### src/rtl/ls_pkg.sv
// Shared types and constants for the load/store memory path.
package ls_pkg;

    // Access size select, using the load/store extender's encoding.
    typedef enum logic [2:0] {
        LS_W  = 3'd0,
        LS_H  = 3'd1,
        LS_B  = 3'd2,
        LS_HU = 3'd3,
        LS_BU = 3'd4
    } ls_sel_e;

    // Controller states.
    typedef enum logic [1:0] {
        ST_IDLE,
        ST_REQ,
        ST_WAIT,
        ST_RESP
    } ls_state_e;

    // Access width after decoding the select.
    typedef enum logic [1:0] {
        SZ_W,
        SZ_H,
        SZ_B
    } ls_size_e;

    // Byte-enable patterns for lane 0; shifted up by the byte offset.
    localparam logic [3:0] BE_W = 4'b1111;
    localparam logic [3:0] BE_H = 4'b0011;
    localparam logic [3:0] BE_B = 4'b0001;

    // Signed and unsigned variants share a width; unused codes fall back to word.
    function automatic ls_size_e sel_size(input logic [2:0] sel);
        case (sel)
            LS_H, LS_HU: return SZ_H;
            LS_B, LS_BU: return SZ_B;
            default:     return SZ_W;
        endcase
    endfunction

endpackage

### src/rtl/ls_lane_align.sv
// Byte-lane alignment: enables, store data placement, load data
// right-justification and the misalignment flag for one access.
module ls_lane_align
    import ls_pkg::*;
#(
    parameter int WIDTH = 32
) (
    input  logic [2:0]       sel,
    input  logic [1:0]       offset,
    input  logic [WIDTH-1:0] wdata,
    input  logic [WIDTH-1:0] rdata,
    output logic [3:0]       be,
    output logic [WIDTH-1:0] wdata_aligned,
    output logic [WIDTH-1:0] rdata_aligned,
    output logic             misaligned
);

    logic [4:0] shamt;

    assign shamt = {offset, 3'b000};

    // Decode size into byte enables and alignment legality.
    always_comb begin
        // NOTE: defaults first so every path assigns every output; no latch.
        be         = BE_W;
        misaligned = 1'b0;
        case (sel_size(sel))
            SZ_H: begin
                be         = BE_H << offset;
                misaligned = offset[0];
            end
            SZ_B: begin
                be         = BE_B << offset;
            end
            default: begin
                be         = BE_W;
                misaligned = |offset;
            end
        endcase
    end

    // Store data moves up into its lane; load data comes down to bit 0.
    // Sign/zero extension is left to the extender downstream.
    assign wdata_aligned = wdata << shamt;
    assign rdata_aligned = rdata >> shamt;

endmodule

### src/rtl/ls_mem_ctrl.sv
// Data-memory access controller: accepts one load/store from the MEM
// stage, runs the req/gnt/rvalid handshake and stalls until it completes.
module ls_mem_ctrl
    import ls_pkg::*;
#(
    parameter int WIDTH   = 32,
    parameter int TIMEOUT = 16
) (
    input  logic             clk,
    input  logic             rstn,
    input  logic             req_valid,
    output logic             req_ready,
    input  logic             req_we,
    input  logic [WIDTH-1:0] req_addr,
    input  logic [2:0]       req_sel,
    input  logic [WIDTH-1:0] req_wdata,
    output logic             resp_valid,
    output logic             resp_err,
    output logic [WIDTH-1:0] resp_rdata,
    output logic             stall,
    output logic             mem_req,
    output logic             mem_we,
    output logic [WIDTH-1:0] mem_addr,
    output logic [3:0]       mem_be,
    output logic [WIDTH-1:0] mem_wdata,
    input  logic             mem_gnt,
    input  logic             mem_rvalid,
    input  logic [WIDTH-1:0] mem_rdata
);

    localparam int             CW       = $clog2(TIMEOUT);
    localparam logic [CW-1:0]  CNT_LAST = CW'(TIMEOUT - 1);

    ls_state_e        state_q;
    logic             we_q;
    logic [1:0]       off_q;
    logic [CW-1:0]    cnt_q;

    logic [1:0]       al_off;
    logic [3:0]       al_be;
    logic [WIDTH-1:0] al_wdata;
    logic [WIDTH-1:0] al_rdata;
    logic             al_misaligned;

    // In IDLE the aligner sees the incoming request; afterwards it uses the
    // latched offset so the load shift matches the accepted address.
    assign al_off = (state_q == ST_IDLE) ? req_addr[1:0] : off_q;

    ls_lane_align #(
        .WIDTH (WIDTH)
    ) u_align (
        .sel           (req_sel),
        .offset        (al_off),
        .wdata         (req_wdata),
        .rdata         (mem_rdata),
        .be            (al_be),
        .wdata_aligned (al_wdata),
        .rdata_aligned (al_rdata),
        .misaligned    (al_misaligned)
    );

    assign req_ready = (state_q == ST_IDLE);
    assign stall     = ((state_q == ST_IDLE) && req_valid)
                     || (state_q == ST_REQ)
                     || (state_q == ST_WAIT);

    // Access FSM with registered memory-side and response outputs.
    always_ff @(posedge clk or negedge rstn) begin
        if (!rstn) begin
            state_q    <= ST_IDLE;
            we_q       <= 1'b0;
            off_q      <= 2'b00;
            cnt_q      <= '0;
            mem_req    <= 1'b0;
            mem_we     <= 1'b0;
            mem_addr   <= '0;
            mem_be     <= 4'b0000;
            mem_wdata  <= '0;
            resp_valid <= 1'b0;
            resp_err   <= 1'b0;
            resp_rdata <= '0;
        end else begin
            // NOTE: non-blocking throughout so every register sees pre-edge values.
            resp_valid <= 1'b0;
            resp_err   <= 1'b0;
            case (state_q)
                ST_IDLE: begin
                    if (req_valid) begin
                        we_q  <= req_we;
                        off_q <= req_addr[1:0];
                        if (al_misaligned) begin
                            state_q    <= ST_RESP;
                            resp_valid <= 1'b1;
                            resp_err   <= 1'b1;
                        end else begin
                            state_q   <= ST_REQ;
                            mem_req   <= 1'b1;
                            mem_we    <= req_we;
                            mem_addr  <= {req_addr[WIDTH-1:2], 2'b00};
                            mem_be    <= al_be;
                            mem_wdata <= al_wdata;
                        end
                    end
                end
                ST_REQ: begin
                    if (mem_gnt) begin
                        mem_req <= 1'b0;
                        if (we_q) begin
                            state_q    <= ST_RESP;
                            resp_valid <= 1'b1;
                        end else begin
                            state_q <= ST_WAIT;
                            cnt_q   <= '0;
                        end
                    end
                end
                ST_WAIT: begin
                    // Data arriving on the expiry cycle still wins.
                    if (mem_rvalid) begin
                        state_q    <= ST_RESP;
                        resp_valid <= 1'b1;
                        resp_rdata <= al_rdata;
                    end else if (cnt_q == CNT_LAST) begin
                        state_q    <= ST_RESP;
                        resp_valid <= 1'b1;
                        resp_err   <= 1'b1;
                        resp_rdata <= '0;
                    end else begin
                        cnt_q <= cnt_q + 1'b1;
                    end
                end
                ST_RESP: begin
                    state_q <= ST_IDLE;
                end
                default: begin
                    state_q <= ST_IDLE;
                end
            endcase
        end
    end

endmodule

### config.mk
export PLATFORM = sky130hd
export DESIGN_NAME = ls_mem_ctrl
export DESIGN_NICKNAME = d
export VERILOG_FILES = /design/src/rtl/ls_pkg.sv /design/src/rtl/ls_lane_align.sv /design/src/rtl/ls_mem_ctrl.sv
export SDC_FILE = /design/constraint.sdc
export NUM_CORES = 1
export LEC_CHECK = 0
export CORE_ASPECT_RATIO = 0.5
export CORE_MARGIN = 5
export CORE_UTILIZATION = 44
export CTS_CLUSTER_SIZE = 25
export DETAILED_ROUTE_END_ITERATION = 6
export PLACE_DENSITY_LB_ADDON = 0.1
export SLEW_MARGIN = 20
export SYNTH_ARGS = -nofsm -noshare
export SYNTH_HDL_FRONTEND = slang
export SYNTH_SLANG_ARGS = --single-unit
### constraint.sdc
create_clock -name clk -period 3.12 [get_ports clk]
set_clock_uncertainty 0.15 [all_clocks]
set_input_delay 0.312 -clock clk [delete_from_list [all_inputs] [get_ports clk]]
set_output_delay 0.312 -clock clk [all_outputs]
set_load 0.02 [all_outputs]
==> results.md, run 1 <==
- Chip Width: 166 um
- TritonRoute pass-1 iters: 4
- Max clock buf depth: 2
- Reg power frac: 29.5%
- Clock transition at path regs: 0.07 ns
- Biggest area consumer among synthesized cells: dfrtp_1
- Peak supply drop: 0.648 mV
- Internal power: 5.12 mW
- Vias in the first global route: 4400
- Worst Path Class, Setup: flop to primary output
- Final period utilization: 94.1%
- Period minus WS final: 2.94 ns
- Net Sw Power: 3.24 mW
- I/O pin total: 211
- Cell Area, Synth: 0.00533 mm2
- Required @ worst endpoint: 2.66 ns
- CP max FO: 7
- Via count: 4265
- Vias per cell: 5.22
- CTS root buffer: clkbuf_16
- Syn_area_per_cell: 12.1 um2
- Most common cell in the netlist: dfrtp_1
- CTS tree: built
- Sw Ratio: 38.8%
- Detail Placement HPWL: 11.1 mm
- Worst EP arrival: 2.47 ns
- Commonest cells in the netlist: dfrtp_1, nand2_1, mux2_2
- Initial Utilization: 45.0%
- Clock Power Share: 14.0%
- Ys async rst share: 100%
- GR Overflow Total: 0
- ANT nets after route: 0
- Final GP Congestion: 0.833
- Most common flop cell mapped by yosys: dfrtp_1
- Endpoint class of the critical path: primary output
- Number of synthesized flops with an enable pin: 0
- Port buffer count: 208
- Synth Warn #: 0
- Initial DRC Count: 255
- Mapped Cells: 441
- Worst-Skew Late Latency: 0.34 ns
- Worst Tran Pin Value: 0.942 ns
- Post-Route WL: 14.9 mm
- Core area: 0.0118 mm2
- Final Hold Viols: 0
- Chip height: 87.8 um
- Combinational group share of total power: 56.5%
- Unique cell type count in the Yosys netlist: 44
- Relative slew slack: 37.2%
- Synthesis-stage register bit count: 111
- First-pass GRT wire length: 23.5 mm
- Ant diodes: 0
- Yosys top cell area share: 52.1%
- Clock Sinks: 111
- Antenna violations before repair: 0
- Top cells by area, synth: dfrtp_1, mux2_2, mux2i_1
- Fin. max-slew vios: 0
- Final setup fails: 0
- GRT Overall Usage: 20.7%
- Total power: 8.36 mW
- H-tree depth: 3
- Nets: 758
- Outcome: finished clean
- Area Overhead vs Synth: 49.2%
- Seq/Total Area, Yosys: 52.1%
- CP Launch Type: flop
- PD cells: 1050 mW/mm2
- RSZ-0062 raised after global routing: false
- Die Area: 0.0145 mm2
- Worst hold path type: flop to flop
- Max cap viols: 0
- Cell row count: 28
- DRC violations left: 0
- Largest net degree at the start of global routing: 75
- Share of layout cells above drive strength 1: 14.7%
- Wire per inst: 18.3 um
- Fmax: 0.341 GHz
- Total CTS buffers: 9
- Pleak: 3.52 nW
- Fin Setup TNS: 0 ns
[logic make-up (layout without fill, tap and decap cells)]
| family | count (synthesis) | in the layout | synth area share (%) |
|---|---|---|---|
| compound gates | 95 | 95 | 13.5 |
| xor+xnor | 1 | 1 | 0.164 |
| fa+ha+maj | 6 | 6 | 1.41 |
| buf+inv | 38 | 248 | 3.45 |
| flops | 111 | 111 | 52.1 |
| mux | 103 | 103 | 22.3 |
| other cells | 1 | 2 | 0.0704 |
| simple gates | 86 | 86 | 7.00 |
[routing by layer]
| metal | vias up | wire [um] | GRT usage [%] |
|---|---|---|---|
| met5 | - | 0 | 0 |
| met4 | 0 | 110 | 3.97 |
| met3 | 8 | 1590 | 7.99 |
| met2 | 160 | 6780 | 33.5 |
| met1 | 2081 | 6460 | 27.1 |
| li1 | 2016 | - | - |
[what timing repair did]
| action | CTS | global route |
|---|---|---|
| setup buffers | 0 | 0 |
| gates resized for setup | 0 | 0 |
| hold endpoints to repair | 25 | 0 |
| hold buffers | 1 | 0 |
[layout by cell type (no fill, tap or decap), drive strengths merged, types with 6 or more instances in the layout]
cell type	instances
a21oi	12
a22o	26
a32o	8
buf	16
clkbuf	11
clkdlybuf4s50	207
dfrtp	111
ha	6
inv	9
mux2	61
mux2i	42
nand2	58
nand3	9
nor2	6
o21ai	17
o2bb2ai	16
[metrics by stage]
step | setup slack, ns | instance area, um2 | cells | hold slack (ns) | utilization, %
detailed placement | 0.401 | 7630 | 800 | 0.314 | 64.4
floorplan | 0.409 | 5330 | 442 | -0.134 | -
finish | 0.184 | 7950 | 817 | 0.328 | 67.1
CTS | 0.156 | 7950 | 817 | 0.331 | 67.1
global route | 0.0641 | 7950 | 817 | 0.345 | 67.1
global placement | 0.461 | 7630 | 800 | 0.311 | 64.4
[area by class of cell]
class,instances,area (um2)
Sequential cell,111,2780
Timing Repair Buffer,224,2240
Inverter,8,30.0
Multi-Input combinational cell,293,2390
Fill cell,942,3890
Tap cell,165,206
Clock buffer,11,243
Clock inverter,5,65.1
[state kept, by name (all words and copies together) (netlist names)]
register	count
resp_err	1
resp_valid	1
cnt_q	4
mem_be	4
off_q	2
resp_rdata	32
mem_req	1
mem_wdata	32
we_q	1
mem_we	1
state_q	2
mem_addr	30
[path summary, 6_finish.rpt]
kind,start,to,slack [ns],cells past startpoint
min in group asynchronous,rstn,mem_addr[17]$_DFFE_PN0P_,0.51,2
min reg2reg,resp_rdata[21]$_DFFE_PN0P_,resp_rdata[21]$_DFFE_PN0P_,0.33,2
max,state_q[0]$_DFFE_PN0P_,stall,0.18,6
min,resp_rdata[21]$_DFFE_PN0P_,resp_rdata[21]$_DFFE_PN0P_,0.33,2
max in group asynchronous,rstn,off_q[0]$_DFFE_PN0P_,1.57,3
max reg2reg,state_q[0]$_DFFE_PN0P_,mem_addr[25]$_DFFE_PN0P_,0.40,7
[critical path: stages, from the launching register on]
cell and delay, ns:
dfrtp_1 0.44, inv_1 0.10, ha_1 0.35, buf_4 0.22, and2_1 0.17, or3_1 0.31
clkdlybuf4s50_1 0.55
[power groups by stage]
stage                     clock (mW)  combinational [mW]  sequential [mW]
final                           1.17                4.73             2.47
after global routing            1.27                5.08             2.56
after CTS                       1.21                4.78             2.47
after detailed placement           0                4.77             2.49
after global placement             0                4.70             2.47
after floorplan                    0                2.02             3.18
No activity file was read; power rests on OpenSTA's default activity.
==> run 2, diff against run 1 <==
--- a/config.mk
+++ b/config.mk
@@ -5,11 +5,13 @@
 export SDC_FILE = /design/constraint.sdc
 export NUM_CORES = 1
 export LEC_CHECK = 0
+export ABC_CLOCK_PERIOD_IN_PS = 3120
 export CORE_ASPECT_RATIO = 0.5
 export CORE_MARGIN = 5
 export CORE_UTILIZATION = 44
 export CTS_CLUSTER_SIZE = 25
 export DETAILED_ROUTE_END_ITERATION = 6
+export HOLD_SLACK_MARGIN = 0.1
 export PLACE_DENSITY_LB_ADDON = 0.1
 export SLEW_MARGIN = 20
 export SYNTH_ARGS = -nofsm -noshare
==> results of run 2 <==
Same layout as run 1: the final DEF is identical, and so are final timing and power.
==> RTL change 1 (settings of run 1) <==
`WIDTH` is set to 32 in 2 places; all go to 64.
--- a/src/rtl/ls_lane_align.sv
+++ b/src/rtl/ls_lane_align.sv
@@ -4,5 +4,5 @@
     import ls_pkg::*;
 #(
-    parameter int WIDTH = 32
+    parameter int WIDTH = 64
 ) (
     input  logic [2:0]       sel,
--- a/src/rtl/ls_mem_ctrl.sv
+++ b/src/rtl/ls_mem_ctrl.sv
@@ -4,5 +4,5 @@
     import ls_pkg::*;
 #(
-    parameter int WIDTH   = 32,
+    parameter int WIDTH   = 64,
     parameter int TIMEOUT = 16
 ) (
Ports: changed (6 resized); port bits go from 211 to 403. The function was not compared with the original's and may differ.
==> RTL change 1 against run 1 <==
Largest power group unchanged; sequential power rose by 90%; sequential cell count rose by 96; register-to-register slack got worse by 150 ps; setup slack improved by 58 ps; design area rose by 90%; area after synthesis rose by 90%; wire length rose by 130%; first-iteration DRC count rose by 110%; total power rose by 98%; combinational power rose by 100%.
==> RTL change 1: results <==
export IMPL_status="finished clean"
export IMPL_clockBufferDepth=3
export IMPL_ys_seq_area_share_pct=51.2
export IMPL_cp_max_fo=11
export IMPL_slowest_stage="dfrtp_1"
export IMPL_ys_top_cells_by_area="dfrtp_1, mux2_1, mux2i_1"
export IMPL_grt_max_degree=81
export IMPL_nNetsFinal=1402
export IMPL_viasPerCell=5.44
export IMPL_gp_congestion=0.893
export IMPL_clk_insertion_delay_late_ps=500
export IMPL_wire_per_inst_um=22.9
export IMPL_grt_met3_usage_pct=7.87
export IMPL_met2WireLength_um=17400
export IMPL_tightest_slew_ps=748
export IMPL_grt_usage_pct=25.5
export IMPL_use_met1_pct=30.7
export IMPL_yosys_top_cells_count="dfrtp_1, mux2i_1, mux2_1, nand2_1, a22o_1"
export IMPL_crit_arrival_ps=2420
export IMPL_hp_class="primary input to asynchronous set/reset pin"
export IMPL_antenna_found_initial=1
export IMPL_top_regs="mem_wdata (64), resp_rdata (64), mem_addr (62)"
export IMPL_htree_levels=1
export IMPL_placed_cell_area_um2=14400
export IMPL_met1Wirelength_um=13400
export IMPL_grt_pass1_wl_um=51900
export IMPL_grt_pass1_vias=8735
export IMPL_firstDrtPassIters=5
export IMPL_drt_iter0_drc=537
export IMPL_p_leak_nw=6.61
export IMPL_ir_worst_vdd_uv=579
-- RTL change 1: cell types whose count changed in the layout (fill, tap and decap cells not counted), moves of 12 or more --
| cell | change |
|---|---|
| clkbuf_16 | +12 |
| a32o_1 | +24 |
| dfrtp_1 | +96 |
| nand2_1 | +47 |
| mux2_2 | -38 |
| mux2_1 | +119 |
| clkdlybuf4s50_1 | +191 |
| mux2i_1 | +89 |
| mux2_4 | -17 |
-- RTL change 1: what timing repair did --
action / CTS / global route
resized for setup: 1 / 1
hold buffers: 1 / 0
setup endpoints to repair: 1 / 4
hold endpoints to repair: 71 / 0
gates cloned: 0 / 0
-- RTL change 1: worst reg2reg max path: cells and delay by family (launching register included) --
family	cells	cell delay, ps
AO/OA/AOI/OAI	1	200
adder cells (fa/ha/maj)	1	340
buffers and inverters	2	690
flip-flops	1	440
multiplexers	2	930
-- RTL change 1: area by class of cell --
type / count / area, um^2
fillers: 1760 / 7620
flip-flops and latches: 207 / 5180
multi-input cells: 533 / 4610
repair buffers: 425 / 4240
clock buffers: 34 / 624
well taps: 307 / 384
inverters: 8 / 30.0
clock inverters: 1 / 7.51
diodes: 1 / 2.50
-- RTL change 1: logic make-up (layout without fill, tap and decap cells) --
group                    Yosys count  in the layout  synth area share [%]
flip-flops                       207            207                  51.2
adder cells (fa/ha/maj)            6              6                 0.742
other                              1              3                0.0371
XOR/XNOR                           1              1                0.0866
AO/OA/AOI/OAI                    126            126                  10.1
AND/OR/NAND/NOR                  134            134                  5.52
multiplexers                     264            264                  28.8
buffers and inverters             70            468                  3.51
-- RTL change 1: path summary, 6_finish.rpt --
path                                              end  slack [ps]  cells after the start              startpoint
max                                             stall         240                      6  state_q[0]$_DFFE_PN0P_
min                        resp_rdata[48]$_DFFE_PN0P_         220                      2                    rstn
max reg2reg                 resp_rdata[0]$_DFFE_PN0P_         250                      6  state_q[0]$_DFFE_PN0P_
min reg2reg                     mem_be[0]$_DFFE_PN0P_         320                      1   mem_be[0]$_DFFE_PN0P_
max in group asynchronous    mem_addr[16]$_DFFE_PN0P_        1620                      3                    rstn
min in group clk             mem_addr[45]$_DFFE_PN0P_         240                      2            req_addr[45]
-- RTL change 1: per-stage QoR --
stage | std cells | hold slack, ps | power, mW | worst slack (ps)
floorplan | 810 | -134 | 10.0 | 333
global placement | 1479 | 184 | 14.0 | 210
detailed placement | 1479 | 181 | 14.2 | 156
CTS | 1515 | 223 | 16.7 | 161
global route | 1516 | 228 | 17.5 | 91.6
finish | 1516 | 221 | 16.6 | 242
-- RTL change 1: power by group --
group / internal (mW) / total [mW] / switching [mW]
logic: 4.50 / 9.48 / 4.98
registers: 3.96 / 4.69 / 0.730
clock network: 1.36 / 2.40 / 1.04
==> RTL change 2 (flow settings as in run 1) <==
Made on the original files. Encoding of `ls_state_e`: now one-hot (4 bits for 4 states).
--- a/src/rtl/ls_pkg.sv
+++ b/src/rtl/ls_pkg.sv
@@ -12,9 +12,9 @@
 
     // Controller states.
-    typedef enum logic [1:0] {
-        ST_IDLE,
-        ST_REQ,
-        ST_WAIT,
-        ST_RESP
+    typedef enum logic [3:0] {
+        ST_IDLE = 4'b0001,
+        ST_REQ  = 4'b0010,
+        ST_WAIT = 4'b0100,
+        ST_RESP = 4'b1000
     } ls_state_e;
 
Check against the original RTL: no difference found for any inputs over 4 cycles, from zero or initial values and one cycle with rstn low; so few cycles prove little.
==> RTL change 2 against run 1 <==
Non-clock buffer count increased by 1; design area decreased by 0.31%; sequential cell count up 2; wire length is 4.2% higher; total power is 1.8% higher; synthesized cell count up 0.23%; setup slack better by 240 ps; sequential share of layout area increased by 0.76 points; area after synthesis fell by 4.2%.
==> RTL change 2: results <==
export IMPL_gp_congestion=0.829
export IMPL_status="finished clean"
export IMPL_dp_cells=783
export IMPL_clk_insertion_delay_late_ps=400
export IMPL_ys_seq_area_share_pct=55.4
export IMPL_portBuffers=208
export IMPL_root_buffer="clkbuf_16"
export IMPL_antenna_found_initial=0
export IMPL_cap_violations=0
export IMPL_cts_buffers=17
export IMPL_min_from="mem_wdata[11]$_DFFE_PN0P_"
export IMPL_grt_max_degree=98
export IMPL_crit_arrival_ps=2230
export IMPL_synthArstFlopShare_pct=100
export IMPL_firstDrtPassIters=5
export IMPL_synth_area_per_cell_um2=11.5
export IMPL_rr_endpoint="mem_wdata[16]$_DFFE_PN0P_"
export IMPL_htree_levels=4
export IMPL_reg2reg_from="state_q[0]$_DFFE_PN1P_"
export IMPL_p_leak_nw=3.51
export IMPL_hp_class="flop to flop"
export IMPL_post_cts_buffers=0
export IMPL_grt_pass1_wl_um=24900
export IMPL_hold_buffers=1
export IMPL_cts_repair_resized=0
export IMPL_viasPerCell=5.41
export IMPL_synth_distinct_cells=44
export IMPL_clockBufferDepth=2
export IMPL_nNetsFinal=764
export IMPL_yosys_area_top_type="dfrtp_1"
export IMPL_worstHoldPathCells=2
export IMPL_clkTransAtPathRegs_ps=50
export IMPL_ys_top_cells_by_area="dfrtp_1, mux2_2, mux2i_1"
export IMPL_critPathLaunchType="flop"
export IMPL_rrSetupSlack_ps=550
export IMPL_holdPathEnd="mem_wdata[11]$_DFFE_PN0P_"
export IMPL_hpwl_um=11300
export IMPL_tightest_slew_ps=777
export IMPL_wl_um=15600
export IMPL_placed_cell_area_um2=7390
export IMPL_grt_pass1_vias=4566
export IMPL_top_regs="mem_wdata (32), resp_rdata (32), mem_addr (30)"
export IMPL_drive_gt1_share_pct=13.4
export IMPL_ir_worst_vdd_uv=721
export IMPL_insertedDiodeCount=0
export IMPL_ff2ff_path_depth=6
export IMPL_grt_usage_pct=22.6
export IMPL_via_count=4408
export IMPL_synth_warnings=0
export IMPL_initial_core_util_pct=45.8
export IMPL_yosys_top_cells_count="dfrtp_1, nand2_1, mux2_2, mux2i_1, o21ai_0"
export IMPL_cp_max_fo=7
export IMPL_drt_iter0_drc=268
==> RTL change 2: how the worst max path moves through the flow <==
stage | end | slack (ps)
final | stall | 430
after global placement | mem_wdata[18]$_DFFE_PN0P_ | 600
after floorplan | resp_rdata[6]$_DFFE_PN0N_ | 490
after CTS | stall | 410
after detailed placement | mem_wdata[16]$_DFFE_PN0P_ | 600
after global routing | stall | 320
==> RTL change 2: final cells by class <==
cell class | count | area [um^2]
clock inverter | 11 | 66.3
inverter | 3 | 11.3
fill | 816 | 3230
clock buffer | 20 | 457
multi-input combinational | 298 | 2130
tap | 145 | 181
sequential | 113 | 2830
timing repair buffer | 225 | 2250
==> RTL change 2: critical path, stage by stage, from the launching register on <==
cell	delay (ps)
dfstp_2	550
nor4b_4	180
buf_4	210
and2_1	160
nor3_1	70
inv_1	60
clkdlybuf4s50_1	600
==> RTL change 2: kinds of logic after synthesis <==
logic type	count (synthesis)	synth area share, %
compound gates	111	15.9
xor+xnor	6	1.03
fa+ha+maj	1	0.245
buf+inv	32	3.38
flops	113	55.4
mux	70	14.7
other cells	1	0.0735
simple gates	108	9.29
==> RTL change 2: stage by stage <==
stage | hold WS [ps] | utilization (%) | setup WS (ps)
after floorplan | -134 | - | 491
after global placement | 288 | 66.3 | 600
after detailed placement | 292 | 66.3 | 596
after CTS | 327 | 71.1 | 405
after global routing | 344 | 71.1 | 317
final | 323 | 71.1 | 427
==> RTL change 2: where the power goes <==
part,internal (mW),switching (mW)
clock,1.04,0.668
sequential,2.08,0.352
combinational,2.12,2.25
==> RTL change 2: per-layer routing <==
layer	up-vias	share of wire, %	global-route usage, %
met1	2161	41	28.2
met5	-	0	0
li1	2045	-	-
met2	185	47	36.4
met4	0	1.1	6.06
met3	17	11	9.89
